===== src/rtl/aer_spike_encoder.sv =====
// Serialises one timestep's spike vector into address events, lowest index first.
// Latency: vector accepted at edge t, first address valid in the next cycle, done one cycle after the last handshake.
// Backpressure: addr_out/pending hold while addr_vld & !addr_rdy; spike_rdy low (vector dropped) outside IDLE.
module aer_spike_encoder #(
    parameter  int N     = 8,
    localparam int M     = $clog2(N),
    localparam int CNT_W = $clog2(N + 1)
) (
    input  logic             clk,
    input  logic             rst_n,
    input  logic             spike_vld,
    input  logic [N-1:0]     spike_in,
    output logic             spike_rdy,
    output logic [M-1:0]     addr_out,
    output logic             addr_vld,
    input  logic             addr_rdy,
    output logic             busy,
    output logic             done,
    output logic [CNT_W-1:0] spike_count
);

    typedef enum logic [1:0] {
        IDLE = 2'd0,
        SCAN = 2'd1,
        DONE = 2'd2
    } state_t;

    state_t           state;
    state_t           state_nxt;
    logic [N-1:0]     pending;
    logic [N-1:0]     pending_clr;
    logic [M-1:0]     low_idx;
    logic             accept;
    logic             fire;

    // Priority encode from the top down so the lowest set bit wins.
    always_comb begin
        low_idx = '0;
        for (int i = N - 1; i >= 0; i--) begin
            if (pending[i]) begin
                low_idx = M'(i);
            end
        end
    end

    assign pending_clr = pending & (pending - N'(1));
    assign accept      = (state == IDLE) && spike_vld;
    assign fire        = (state == SCAN) && addr_rdy;

    always_ff @(posedge clk or negedge rst_n) begin
        if (!rst_n) begin
            state <= IDLE;
        end else begin
            state <= state_nxt;
        end
    end

    always_comb begin
        state_nxt = state;
        case (state)
            IDLE: begin
                if (spike_vld) begin
                    state_nxt = (|spike_in) ? SCAN : DONE;
                end
            end
            SCAN: begin
                if (addr_rdy && (pending_clr == '0)) begin
                    state_nxt = DONE;
                end
            end
            DONE:    state_nxt = IDLE;
            default: state_nxt = IDLE;
        endcase
    end

    always_ff @(posedge clk or negedge rst_n) begin
        if (!rst_n) begin
            pending     <= '0;
            spike_count <= '0;
        end else if (accept) begin
            pending     <= spike_in;
            spike_count <= '0;
        end else if (fire) begin
            pending     <= pending_clr;
            spike_count <= spike_count + CNT_W'(1);
        end
    end

    // Outputs decode only from state and pending, never from inputs.
    always_comb begin
        spike_rdy = (state == IDLE);
        addr_vld  = (state == SCAN);
        done      = (state == DONE);
        busy      = (state != IDLE);
        addr_out  = (state == SCAN) ? low_idx : '0;
    end

endmodule

===== config.mk =====
export PLATFORM = sky130hd
export DESIGN_NAME = aer_spike_encoder
export DESIGN_NICKNAME = d
export VERILOG_FILES = /design/src/rtl/aer_spike_encoder.sv
export SDC_FILE = /design/constraint.sdc
export NUM_CORES = 1
export LEC_CHECK = 0
export BUFFER_PORTS_ARGS = -buffer_cell sky130_fd_sc_hd__buf_2
export CAP_MARGIN = 15
export CORE_MARGIN = 3
export CORE_UTILIZATION = 53
export CTS_BUF_LIST = sky130_fd_sc_hd__clkbuf_4
export CTS_CLUSTER_DIAMETER = 40
export DETAILED_ROUTE_END_ITERATION = 6
export PLACE_DENSITY_LB_ADDON = 0.15
export SLEW_MARGIN = 10
export SYNTH_ARGS = -nofsm -noshare
export SYNTH_HDL_FRONTEND = slang
export SYNTH_SLANG_ARGS = --single-unit

===== constraint.sdc =====
create_clock -name clk -period 2 [get_ports clk]
set_input_delay 0.5 -clock clk [delete_from_list [all_inputs] [get_ports clk]]
set_output_delay 0.5 -clock clk [all_outputs]
set_load 0.01 [all_outputs]

After elaboration in Yosys (flattened, before gate mapping)
Index checks and enable logic that the tools add are counted.
- register bits: 14
- input port bits: 12
- output and inout bits: 11
- logic and storage cells: 36
- $add $sub $neg: 2
- eq/ne operators: 4
- mux-type cells: 17
- bitwise operators: 1
- reduce and logical (&&, ||, !) cells: 9
- operators by type and width (cell ; count):
    2-to-1 mux 3 bit ; 9
    2-to-1 mux 8 bit ; 2
    bitwise AND 8 bit ; 1
    zero test 8 bit ; 1
    2-to-1 mux 4 bit ; 2
    OR reduction 8 bit ; 1
    subtractor 8 x 1 -> 8 bit (second input constant) ; 1
    2-to-1 mux 2 bit ; 3
    adder 4 x 1 -> 4 bit (second input constant) ; 1
    one-hot mux 2 bit (2 select lines) ; 1
    nonzero test 2 bit ; 2
    logical AND 1 bit ; 3
    equality test 2 x 1 -> 1 bit (second input constant) ; 1
    equality test 2 bit (second input constant) ; 1
    zero test 2 bit ; 1
    != test 2 x 1 -> 1 bit (second input constant) ; 1
    != test 2 bit (second input constant) ; 1
    AND reduction 2 bit ; 1

Logic depth before layout (Yosys ltp)
- depth in word-level cells: 9
- gate-level depth with buffers: 6
- mapped depth without buffers: 4

Worst setup path before layout
OpenSTA, ideal clock, no wires.
- kind: reg2out
- start point: register pending[2]
- end point: output port addr_out[2]
- data arrival time: 1.389 ns
- data required time: 1.500 ns
- setup slack: 0.111 ns
- cell stages (with the launch flop): 4
- buffers on the path: 1
- cells stage by stage: dfrtp_1 > or4_1 > buf_2 > nor3_1
- longest elaborated chain between the ends: 4
- RTL lines (item ; RTL line ; text):
    from (decl) ; 30 ; logic [N-1:0] pending;
    from (signal assigned) ; 81 ; pending <= spike_in;
    from (signal assigned) ; 84 ; pending <= pending_clr;
    2-to-1 mux 3 bit (3 in a row) ; 40 ; if (pending[i]) begin
    2-to-1 mux 3 bit ; 95 ; addr_out = (state == SCAN) ? low_idx : '0;
    to (decl) ; 14 ; output logic [M-1:0] addr_out,
No other way between the ends.

Worst setup path after layout
Ends and elaborated chain as after synthesis.

==> flow_metrics.env <==
export IMPL_nets=132
export IMPL_antenna_found_initial=0
export IMPL_max_slew_margin_rel_pct=77.8
export IMPL_slowest_delay_ns=0.56
export IMPL_syn_nets=103
export IMPL_path_cells="or4_4 -> nor3_2 -> buf_2"
export IMPL_rsz0062_at_grt="yes"
export IMPL_layout_commonest_cell="buf_2"
export IMPL_reg2regPathDepth=5
export IMPL_fin_crit_sh_pct=100
export IMPL_critPathCapture="addr_out[2]"
export IMPL_r2r_start="pending[2]"
export IMPL_hold_viol_final=0
export IMPL_cp_data_arrival_time_ns=1.51
export IMPL_power_switching_uw=761
export IMPL_ys_types=31
export IMPL_max_freq_mhz=498
export IMPL_violations="setup timing"
export IMPL_hp_class="input port to async pin"
export IMPL_antenna_cells=0
export IMPL_mostFrequentLayoutCells="22 x buf_2, 11 x dfrtp_1, 9 x a22o_1"
export IMPL_vdd_ir_drop_max_mv=1.04
export IMPL_pwr_share_seq_pct=32.2
export IMPL_drive_gt1_share_pct=38.1
export IMPL_finalSetupViolCount=1
export IMPL_wl_per_cell_microns=15.6
export IMPL_finalMaxSlewViolations=0
export IMPL_vias=798
export IMPL_clockBufferDepth=2
export IMPL_p_int_uw=947
export IMPL_status="finished, violations left"
export IMPL_dpl_cell_count=123
export IMPL_critical_path_startpoint_type="flop"
export IMPL_die_area_sq_um=2050
export IMPL_cts_buffers=3
export IMPL_initial_utilization_pct=59.8
export IMPL_worstMarginPinSlew_ns=0.333
export IMPL_fill_cells=108
export IMPL_syn_cell_area_sq_um=817
export IMPL_ioPinCount=23
export IMPL_die_height_microns=45.3
export IMPL_seq_area_frac_synth_pct=42.9
export IMPL_dp_slack_ns=0.206
export IMPL_power_total_mw=1.71
export IMPL_p_clk_share_pct=9.7
export IMPL_grtUsageTotal_pct=23.6
export IMPL_p_leak_nw=0.504
export IMPL_comb_power_share_pct=58.1
export IMPL_worstSetupStartpoint="pending[2]"
export IMPL_ant_nets=0
export IMPL_grt_max_degree=15
export IMPL_hold_buffers=0
export IMPL_fin_cells=133
export IMPL_avgSynthCellArea_sq_um=9.08
export IMPL_grt_pass1_wl_mm=3.38
export IMPL_ys_warn_count=0
export IMPL_core_sq_um=1370
export IMPL_critPathSlowestCell="or4_4"
export IMPL_port_buffers=22
export IMPL_critPathCaptureType="output port"
export IMPL_cts_tree="yes"
export IMPL_min_period_ns=2.01
export IMPL_root_buffer="clkbuf_4"
export IMPL_grt_ovfl_total=0
export IMPL_grt_pass1_vias=729
export IMPL_synth_seq_cells=14
export IMPL_place_gp_congestion=0.856
export IMPL_switching_share_pct=44.5
export IMPL_htree_levels=1
export IMPL_dp_hpwl_mm=1.39
export IMPL_p_per_area_nw_per_um2=1670
export IMPL_rows=13
export IMPL_vias_per_cell=6.00
export IMPL_drc=0
export IMPL_syn_to_final_growth_pct=25.1
export IMPL_die_w_microns=45.3
export IMPL_path_class="flop to output port"
export IMPL_crit_required_ns=1.50
export IMPL_cts_sinks=14
export IMPL_crit_fanout=2
export IMPL_cts_clk_slew_worst_paths_ns=0.08
export IMPL_drt_first_pass_iters=5
export IMPL_worstSkewPairLatency_ns=0.28
export IMPL_max_cap_violations=0
export IMPL_synthCells=90
export IMPL_rrSetupSlack_ns=0.29
export IMPL_reg2reg_to="pending[6]"
export IMPL_drtIter0Drc=17
export IMPL_setup_ws_ns=-0.00661
export IMPL_wirelength_mm=2.08
export IMPL_clock_skew_ns=0.000754
worst min-delay path by stage:
stage,end,startpoint,slack [ns],cells after the start
floorplan,pending[0],rst_n,0.20,0
global placement,spike_count[2],rst_n,0.41,1
detailed placement,spike_count[2],rst_n,0.41,1
CTS,spike_count[2],rst_n,0.1,1
global route,spike_count[2],rst_n,0.09,1
finish,state[1],rst_n,0.1,1
synthesized netlist by cell type:
| cell type | n | area, sq um |
|---|---|---|
| o21ba_2 | 1 | 10.0 |
| clkbuf_1 | 4 | 15.0 |
| inv_1 | 3 | 11.3 |
| or2_2 | 2 | 12.5 |
| nand2_1 | 8 | 30.0 |
| or3_1 | 1 | 6.26 |
| o21a_1 | 1 | 7.51 |
| maj3_1 | 1 | 10.0 |
| nor2_1 | 8 | 30.0 |
| a211oi_1 | 2 | 15.0 |
| o21bai_1 | 1 | 7.51 |
| a22o_1 | 9 | 78.8 |
| nand4_1 | 1 | 6.26 |
| buf_2 | 2 | 10.0 |
| nor2b_1 | 2 | 12.5 |
| or4_1 | 3 | 22.5 |
| o21ai_0 | 5 | 25.0 |
| o311a_1 | 1 | 10.0 |
| nor4_2 | 1 | 12.5 |
| a21oi_1 | 1 | 5.00 |
| dfrtp_1 | 14 | 350 |
| xor2_1 | 2 | 17.5 |
| nor3_1 | 4 | 20.0 |
| and3b_1 | 1 | 8.76 |
| nand3b_1 | 1 | 7.51 |
| nor3b_1 | 1 | 7.51 |
| nand2b_1 | 1 | 6.26 |
| a21oi_2 | 1 | 8.76 |
| ha_1 | 1 | 12.5 |
| nor3_2 | 1 | 10.0 |
| o21ai_1 | 6 | 30.0 |
area by class of cell:
cell class	instances	area, sq um	area share [%]
Multi-Input combinational cell	67	442	43.2
Tap cell	15	18.8	1.84
Inverter	3	11.3	1.10
Clock inverter	1	3.75	0.367
Timing Repair Buffer	30	170	16.6
Sequential cell	14	354	34.6
Clock buffer	3	22.5	2.20
layer usage:
layer	vias to the layer above	share of wire, %	GRT usage [%]
met4	0	2.4	12.9
met2	36	50	36.7
met3	6	5.9	5.98
met5	-	0	0
li1	384	-	-
met1	372	42	29.6
critical path, delay by kind of cell (launching register included):
family / cells / cell delay (ns)
DFF: 1 / 0.41
buffers and inverters: 1 / 0.15
and+or+nand+nor: 2 / 0.67
sequential cells by signal (all words and copies together) (netlist names):
name,cells
spike_count,4
state,2
pending,8
per-stage QoR:
| stage | util, % | area (sq um) | hold WS, ns | setup TNS, ns |
|---|---|---|---|---|
| after floorplan | - | 817 | 0.204 | 0 |
| after global placement | 68.5 | 936 | 0.409 | 0 |
| after detailed placement | 68.5 | 936 | 0.412 | 0 |
| after CTS | 72.1 | 985 | 0.0980 | 0 |
| after global routing | 74.8 | 1020 | 0.0888 | -0.0702 |
| final | 74.8 | 1020 | 0.0955 | -0.00661 |
power by group through the flow:
stage | Sequential (mW) | Combinational [mW] | Clock, mW
after floorplan | 0.517 | 0.637 | 0
after global placement | 0.563 | 0.820 | 0
after detailed placement | 0.569 | 0.835 | 0
after CTS | 0.534 | 0.912 | 0.172
after global routing | 0.568 | 1.11 | 0.186
final | 0.550 | 0.992 | 0.166
repair_timing:
item	CTS	global route
buffers inserted	3	3
gates resized for setup	0	6
pin swaps	1	0
setup endpoints to repair	1	1
kinds of logic (layout without fill, tap and decap cells):
| group | count (synthesis) | in the layout | share of synthesized area, % |
|---|---|---|---|
| AOI/OAI and AO/OA | 28 | 28 | 24.2 |
| xor gates and xnor gates | 2 | 2 | 2.14 |
| DFF | 14 | 14 | 42.9 |
| adders and majority gates | 2 | 2 | 2.76 |
| and+or+nand+nor | 35 | 35 | 23.6 |
| buffers and inverters | 9 | 37 | 4.44 |
(Power assumes the default switching activity.)
